<file path="src/rtl/alu_pkg.sv">
// Shared encodings for the ALU issue controller: ALU control codes, MIPS
// opcode/funct values, FSM states and the decoded-operation record.
package alu_pkg;

    localparam logic [2:0] ALU_ADDU = 3'b000;
    localparam logic [2:0] ALU_ADD  = 3'b001;
    localparam logic [2:0] ALU_OR   = 3'b010;
    localparam logic [2:0] ALU_SUBU = 3'b100;
    localparam logic [2:0] ALU_SUB  = 3'b101;
    localparam logic [2:0] ALU_SLTU = 3'b110;
    localparam logic [2:0] ALU_SLT  = 3'b111;

    localparam logic [5:0] OP_RTYPE = 6'b000000;
    localparam logic [5:0] OP_BEQ   = 6'b000100;
    localparam logic [5:0] OP_ADDI  = 6'b001000;
    localparam logic [5:0] OP_ADDIU = 6'b001001;
    localparam logic [5:0] OP_SLTI  = 6'b001010;
    localparam logic [5:0] OP_SLTIU = 6'b001011;
    localparam logic [5:0] OP_ORI   = 6'b001101;

    localparam logic [5:0] FN_ADD  = 6'b100000;
    localparam logic [5:0] FN_ADDU = 6'b100001;
    localparam logic [5:0] FN_SUB  = 6'b100010;
    localparam logic [5:0] FN_SUBU = 6'b100011;
    localparam logic [5:0] FN_OR   = 6'b100101;
    localparam logic [5:0] FN_SLT  = 6'b101010;
    localparam logic [5:0] FN_SLTU = 6'b101011;

    typedef enum logic [1:0] {
        B_RT   = 2'd0,
        B_SEXT = 2'd1,
        B_ZEXT = 2'd2
    } b_sel_t;

    typedef enum logic {
        DEST_RD = 1'b0,
        DEST_RT = 1'b1
    } dest_sel_t;

    typedef enum logic [1:0] {
        IDLE   = 2'd0,
        DECODE = 2'd1,
        EXEC   = 2'd2,
        RESP   = 2'd3
    } state_t;

    typedef struct packed {
        logic [2:0] alu_ctr;
        b_sel_t     b_sel;
        dest_sel_t  dest_sel;
        logic       is_branch;
        logic       legal;
    } dec_t;

endpackage

</file>
<file path="src/rtl/alu_decode.sv">
// Combinational MIPS decoder: maps opcode/funct onto ALU control, B-operand
// source, destination field and branch/legality flags.
module alu_decode
    import alu_pkg::*;
(
    input  logic [31:0] instr,
    output dec_t        dec
);

    logic [5:0] opcode;
    logic [5:0] funct;

    assign opcode = instr[31:26];
    assign funct  = instr[5:0];

    always_comb begin
        dec.alu_ctr   = ALU_ADDU;
        dec.b_sel     = B_RT;
        dec.dest_sel  = DEST_RD;
        dec.is_branch = 1'b0;
        dec.legal     = 1'b0;
        case (opcode)
            OP_RTYPE: begin
                dec.legal = 1'b1;
                case (funct)
                    FN_ADD:  dec.alu_ctr = ALU_ADD;
                    FN_ADDU: dec.alu_ctr = ALU_ADDU;
                    FN_SUB:  dec.alu_ctr = ALU_SUB;
                    FN_SUBU: dec.alu_ctr = ALU_SUBU;
                    FN_OR:   dec.alu_ctr = ALU_OR;
                    FN_SLT:  dec.alu_ctr = ALU_SLT;
                    FN_SLTU: dec.alu_ctr = ALU_SLTU;
                    default: dec.legal   = 1'b0;
                endcase
            end
            OP_ADDI, OP_ADDIU, OP_SLTI, OP_SLTIU: begin
                dec.legal    = 1'b1;
                dec.b_sel    = B_SEXT;
                dec.dest_sel = DEST_RT;
                case (opcode)
                    OP_ADDI:  dec.alu_ctr = ALU_ADD;
                    OP_SLTI:  dec.alu_ctr = ALU_SLT;
                    OP_SLTIU: dec.alu_ctr = ALU_SLTU;
                    default:  dec.alu_ctr = ALU_ADDU;
                endcase
            end
            OP_ORI: begin
                dec.legal    = 1'b1;
                dec.alu_ctr  = ALU_OR;
                dec.b_sel    = B_ZEXT;
                dec.dest_sel = DEST_RT;
            end
            OP_BEQ: begin
                // Equality comes from the ALU Zero flag on rs - rt
                dec.legal     = 1'b1;
                dec.alu_ctr   = ALU_SUBU;
                dec.is_branch = 1'b1;
                dec.dest_sel  = DEST_RT;
            end
            default: dec.legal = 1'b0;
        endcase
    end

endmodule

</file>
<file path="src/rtl/alu_issue_ctrl.sv">
// Issue/sequencer for the combinational ALU: accepts one instruction, drives
// the ALU for one EXEC cycle and returns a registered writeback response.
module alu_issue_ctrl
    import alu_pkg::*;
#(
    parameter int W  = 32,
    parameter int RW = 5
) (
    input  logic          clk,
    input  logic          rst_n,
    input  logic          in_valid,
    output logic          in_ready,
    input  logic [31:0]   in_instr,
    input  logic [W-1:0]  in_rs,
    input  logic [W-1:0]  in_rt,
    output logic [W-1:0]  alu_A,
    output logic [W-1:0]  alu_B,
    output logic [2:0]    alu_ALUctr,
    input  logic [W-1:0]  alu_Result,
    input  logic          alu_Zero,
    input  logic          alu_Overflow,
    output logic          out_valid,
    input  logic          out_ready,
    output logic [W-1:0]  out_result,
    output logic [RW-1:0] out_rd,
    output logic          out_wen,
    output logic          out_taken,
    output logic          out_exc_ov,
    output logic          out_exc_ill
);

    state_t        state_reg, state_next;
    logic [31:0]   instr_reg;
    logic [W-1:0]  rs_reg, rt_reg;
    logic [W-1:0]  alu_a_reg, alu_b_reg;
    logic [2:0]    alu_ctr_reg;
    logic [RW-1:0] dest_reg;
    logic          is_branch_reg;
    logic [W-1:0]  out_result_reg;
    logic [RW-1:0] out_rd_reg;
    logic          out_wen_reg, out_taken_reg, out_exc_ov_reg, out_exc_ill_reg;

    dec_t          dec;
    logic [W-1:0]  b_value;
    logic [RW-1:0] dest_value;
    logic          unused_rs_field;

    alu_decode u_decode (
        .instr (instr_reg),
        .dec   (dec)
    );

    // The rs register index is not needed: its value arrives on in_rs
    assign unused_rs_field = ^instr_reg[25:21];

    always_comb begin
        case (dec.b_sel)
            B_SEXT:  b_value = {{(W-16){instr_reg[15]}}, instr_reg[15:0]};
            B_ZEXT:  b_value = {{(W-16){1'b0}}, instr_reg[15:0]};
            default: b_value = rt_reg;
        endcase
        dest_value = (dec.dest_sel == DEST_RT) ? instr_reg[20:16] : instr_reg[15:11];
    end

    always_ff @(posedge clk or negedge rst_n) begin
        if (!rst_n) begin
            state_reg <= IDLE;
        end else begin
            state_reg <= state_next;
        end
    end

    always_comb begin
        state_next = state_reg;
        case (state_reg)
            IDLE:    if (in_valid) state_next = DECODE;
            DECODE:  state_next = dec.legal ? EXEC : RESP;
            EXEC:    state_next = RESP;
            RESP:    if (out_ready) state_next = IDLE;
            default: state_next = IDLE;
        endcase
    end

    always_ff @(posedge clk or negedge rst_n) begin
        if (!rst_n) begin
            instr_reg       <= '0;
            rs_reg          <= '0;
            rt_reg          <= '0;
            alu_a_reg       <= '0;
            alu_b_reg       <= '0;
            alu_ctr_reg     <= '0;
            dest_reg        <= '0;
            is_branch_reg   <= 1'b0;
            out_result_reg  <= '0;
            out_rd_reg      <= '0;
            out_wen_reg     <= 1'b0;
            out_taken_reg   <= 1'b0;
            out_exc_ov_reg  <= 1'b0;
            out_exc_ill_reg <= 1'b0;
        end else begin
            case (state_reg)
                IDLE: begin
                    if (in_valid) begin
                        instr_reg <= in_instr;
                        rs_reg    <= in_rs;
                        rt_reg    <= in_rt;
                    end
                end
                DECODE: begin
                    // Illegal ops leave the ALU bus untouched and answer directly
                    if (dec.legal) begin
                        alu_a_reg     <= rs_reg;
                        alu_b_reg     <= b_value;
                        alu_ctr_reg   <= dec.alu_ctr;
                        dest_reg      <= dest_value;
                        is_branch_reg <= dec.is_branch;
                    end else begin
                        out_result_reg  <= '0;
                        out_rd_reg      <= '0;
                        out_wen_reg     <= 1'b0;
                        out_taken_reg   <= 1'b0;
                        out_exc_ov_reg  <= 1'b0;
                        out_exc_ill_reg <= 1'b1;
                    end
                end
                EXEC: begin
                    out_result_reg  <= alu_Result;
                    out_rd_reg      <= dest_reg;
                    out_wen_reg     <= !alu_Overflow && (dest_reg != '0) && !is_branch_reg;
                    out_taken_reg   <= is_branch_reg && alu_Zero;
                    out_exc_ov_reg  <= alu_Overflow;
                    out_exc_ill_reg <= 1'b0;
                end
                default: ;
            endcase
        end
    end

    // Gated by rst_n so every output reads 0 while reset is held
    assign in_ready    = rst_n && (state_reg == IDLE);
    assign out_valid   = (state_reg == RESP);
    assign alu_A       = alu_a_reg;
    assign alu_B       = alu_b_reg;
    assign alu_ALUctr  = alu_ctr_reg;
    assign out_result  = out_result_reg;
    assign out_rd      = out_rd_reg;
    assign out_wen     = out_wen_reg;
    assign out_taken   = out_taken_reg;
    assign out_exc_ov  = out_exc_ov_reg;
    assign out_exc_ill = out_exc_ill_reg;

endmodule

</file>
<file path="config.mk">
export PLATFORM = sky130hd
export DESIGN_NAME = alu_issue_ctrl
export DESIGN_NICKNAME = d
export VERILOG_FILES = /design/src/rtl/alu_pkg.sv /design/src/rtl/alu_decode.sv /design/src/rtl/alu_issue_ctrl.sv
export SDC_FILE = /design/constraint.sdc
export NUM_CORES = 1
export LEC_CHECK = 0
export BUFFER_PORTS_ARGS = -buffer_cell sky130_fd_sc_hd__buf_4
export CAP_MARGIN = 40
export CORE_MARGIN = 2
export CORE_UTILIZATION = 56
export DETAILED_ROUTE_END_ITERATION = 6
export GPL_TIMING_DRIVEN = 0
export HOLD_SLACK_MARGIN = 0.08
export PLACE_DENSITY = 0.86
export REMOVE_ABC_BUFFERS = 1
export SETUP_SLACK_MARGIN = 0.2
export SLEW_MARGIN = 10
export SYNTH_ARGS = -nofsm -noshare
export SYNTH_HDL_FRONTEND = slang
export SYNTH_HIERARCHICAL = 1
export SYNTH_SLANG_ARGS = --single-unit
</file>
<file path="constraint.sdc">
create_clock -name clk -period 3.6 [get_ports clk]
set_input_delay 0.36 -clock clk [delete_from_list [all_inputs] [get_ports clk]]
set_output_delay 0.36 -clock clk [all_outputs]
set_load 0.1 [all_outputs]
</file>
Yosys cells after proc, flatten, opt, wreduce, memory -nomap -nowiden
Index checks and enable logic that the tools add are counted.
{"block": "op_classes", "n_lt_le_gt_ge": 0, "bitwise": 0, "mul": 0, "reduce_logical": 17, "n_addsub": 0, "div": 0, "n_eq_ne": 21, "n_shift": 0, "muxes": 24}
{"cell": "$pmux 32 s2", "count": 2}
{"cell": "$eq 6x6->1 const B", "count": 7}
{"cell": "$mux 32", "count": 1}
{"cell": "$eq 6x4->1 const B", "count": 5}
{"cell": "$pmux 3 s6", "count": 1}
{"cell": "$pmux 3 s4", "count": 1}
{"cell": "$mux 5", "count": 2}
{"cell": "$pmux 1 s2", "count": 5}
{"cell": "$pmux 5 s2", "count": 1}
{"cell": "$pmux 3 s3", "count": 1}
{"cell": "$pmux 2 s4", "count": 1}
{"cell": "$reduce_and 2->1", "count": 4}
{"cell": "$reduce_or 7->1", "count": 1}
{"cell": "$eq 2x2->1 const B", "count": 3}
{"cell": "$eq 6x3->1 const B", "count": 1}
{"cell": "$logic_not 6->1", "count": 1}
{"cell": "$mux 1", "count": 6}
{"cell": "$reduce_or 6->1", "count": 1}
{"cell": "$reduce_bool 5->1", "count": 1}
{"cell": "$eq 2x1->1 const B", "count": 2}
{"cell": "$logic_and 1x1->1", "count": 4}
{"cell": "$mux 2", "count": 2}
{"cell": "$ne 2x2->1 const B", "count": 2}
{"cell": "$pmux 2 s2", "count": 1}
{"cell": "5 further kinds", "count": 6}
{"block": "totals", "romBits": 0, "regBits": 212, "mem_bits_rw": 0, "latchBits": 0, "in_bits": 134, "mem_count": 0, "elab_cells": 77}

Logic depth before layout (Yosys ltp)
{"block": "logic_depth", "depth_word": 6, "depth_mapped": 12, "ltp_nobuf": 8}

By module
The synthesis kept the hierarchy.
{"module": "alu_issue_ctrl", "area_per_inst_um2": 8219.1, "cells_per_inst": 644, "n_inst": 1, "seq_area_each_um2": 5305.1}
{"module": "alu_decode", "area_per_inst_um2": 235.2, "cells_per_inst": 34, "n_inst": 1, "seq_area_each_um2": 0.0}

Least setup slack after synthesis
OpenSTA, ideal clock, no wires.
{"block": "synth_path", "path_type": "reg-to-reg", "from": "register instr_reg[31]", "to": "register alu_b_reg[15], in the netlist alu_B[15]", "setup_time_ps": 127, "arrival_ps": 2013, "required_ps": 3473, "slack_ps": 1460, "synth_period_minus_slack_ps": 2140, "stages_incl_launch_ff": 11, "path_buffers": 3, "cell_sequence": "dfrtp_1 or2_2 clkbuf_1 nor3_1 inv_1 ha_1 o21ba_1 buf_6 buf_6 a221oi_1 nor2_1"}
{"element": "from (decl)", "line_no": "alu_issue_ctrl.sv:33", "source": "logic [31:0] instr_reg;"}
{"element": "from (signal assigned)", "line_no": "alu_issue_ctrl.sv:104", "source": "instr_reg <= in_instr;"}
{"element": "to (signal assigned)", "line_no": "alu_issue_ctrl.sv:113", "source": "alu_b_reg <= b_value;"}
{"element": "to (decl)", "line_no": "alu_issue_ctrl.sv:35", "source": "logic [W-1:0] alu_a_reg, alu_b_reg;"}

==> run metrics <==
clock buffer depth=3; post-route insts no fill=1100; first-pass GRT wire length=33700 um; Worst R2R Setup Slack=530 ps; layout cells sized above 1=37.2%; PostCTS Resize Cnt=0; DR pass1 iterations=4; Initial Utilization=57.1%; worst r2r path cells=6; Slew HR=45.9%; Crit Path Class=register to register; Period minus WS final=3070 ps; Slew Limit Fails=0; root buf cell=clkbuf_16; Final Setup Violations=0; Setup Skew=7.87 ps; ant diodes=0; row cnt=44; Syn Area/Cell=12.4 sq um; CORE AREA=14500 sq um; MaxCap Viol Count=0; Setup crit end=alu_B[21]$_DFFE_PN0P_; Peak Freq=325 MHz; final hold vios=0; initial antenna violation count=0; Worst EP arrival=3400 ps; metal3 WL=1600 um; Crit-path slowest cell=a31oi_4; post-CTS setup buffer count=0; via-per-instance ratio=5.50; number of global-route vias before repair=6334; metal2 WL=10700 um; final wirelength=20800 um; Worst path depth=6; largest net degree at the start of global routing=88; CTS tree=yes; CP max FO=63; I/O Buffers=238; Die Height=126 um; aggregate global-route resource usage=26.7%; Mapped Cells=668; DP Cell Count=1054; WP buf/inv=0; top sig layer=met4; H-tree depth=1; most frequent cells in the layout=buf_4 (237), dfrtp_1 (207), nand2_1 (135); CP endpoint kind=register; gp weighted congestion=0.821; Crit. Startpoint=instr_reg[26]$_DFFE_PN0P_; IO Pins=244; RSZ-0062 raised after global routing=false; CP required=3930 ps; P&R area growth vs syn=34.0%; drc violations=0; Post-DRT Antenna Nets=0; max incr delay on CP=670 ps; clk sinks=207; met1 WL=7880 um; initial drt markers=310; most common cell after layout, fill and taps aside=buf_4; type of element launching the critical path=register; total congestion overflow=0; CTS Hold Bufs=9; Post-DP HPWL=13500 um; outcome=completed; Inserted Clock Buffers=21; Skew-Pair Late Insertion Delay=490 ps; Worst-path clk slew=60 ps; Hold Crit Class=input pin to register; fillers=926; Mapped Area=8270 sq um; WL/cell=18.9 um; Layout Nets=1043; r2r endpoint=alu_B[21]$_DFFE_PN0P_; reg-to-reg startpoint=instr_reg[26]$_DFFE_PN0P_; Die ar.=15800 sq um; crit-path leading delay family=compound AO/OA/AOI/OAI gates; routed via count=6055; CP Cell Sequence=nor4_4 > o2111ai_2 > o22ai_1 > nand2_4 > a31oi_4 > a21oi_1; Worst-Margin Slew=812 ps; fin util=76.5%; Final Cycle Share=85.4%; DIE WIDTH=126 um; YS warnings=6
==> cell type report <==
type                            instances  area (sq um)  area share (%)
Sequential cell                       207          5180            46.7
Multi-Input combinational cell        407          2820            25.4
Timing Repair Buffer                  254          2060            18.6
Clock buffer                           32           627            5.66
Tap cell                              184           230            2.08
Clock inverter                          5           125            1.13
Inverter                               11          41.3           0.373
==> worst register-to-register path, cell delays in order (launching register included) <==
cell       delay, ps
dfrtp_1          500
nor4_4           330
o2111ai_2        170
o22ai_1          510
nand2_4          550
a31oi_4          690
a21oi_1          180
==> metrics by stage <==
step / setup TNS [ps] / hold slack, ps / cell area (sq um) / worst slack [ps]
floorplan: 0 / 64.4 / 8010 / 66.3
global placement: -152720 / 441 / 10000 / -1770
detailed placement: 0 / 257 / 10200 / 554
CTS: 0 / 80.0 / 11100 / 529
global route: 0 / 83.9 / 11100 / 290
finish: 0 / 89.9 / 11100 / 526
==> how the worst min path moves through the flow <==
stage,start,cells after the start,to,slack (ps)
after detailed placement,rst_n,1,rs_reg[25]$_DFFE_PN0P_,260
final,in_rs[29],2,rs_reg[29]$_DFFE_PN0P_,90
after global routing,in_rs[16],2,rs_reg[16]$_DFFE_PN0P_,80
after global placement,rs_reg[6]$_DFFE_PN0P_,2,alu_A[6]$_DFFE_PN0P_,440
after CTS,in_rs[27],2,rs_reg[27]$_DFFE_PN0P_,80
after floorplan,rst_n,0,alu_ALUctr[0]$_DFFE_PN0P_,60
==> layer usage <==
| metal | track usage (%) | vias to the layer above |
|---|---|---|
| met5 | 0 | - |
| met2 | 47.0 | 209 |
| met3 | 7.57 | 44 |
| met1 | 31.8 | 3040 |
| li1 | - | 2762 |
| met4 | 8.24 | 0 |
Power is left out: the tool's default activity adds up to more than one toggle a clock period on the data nets, which glitch-free logic cannot reach.
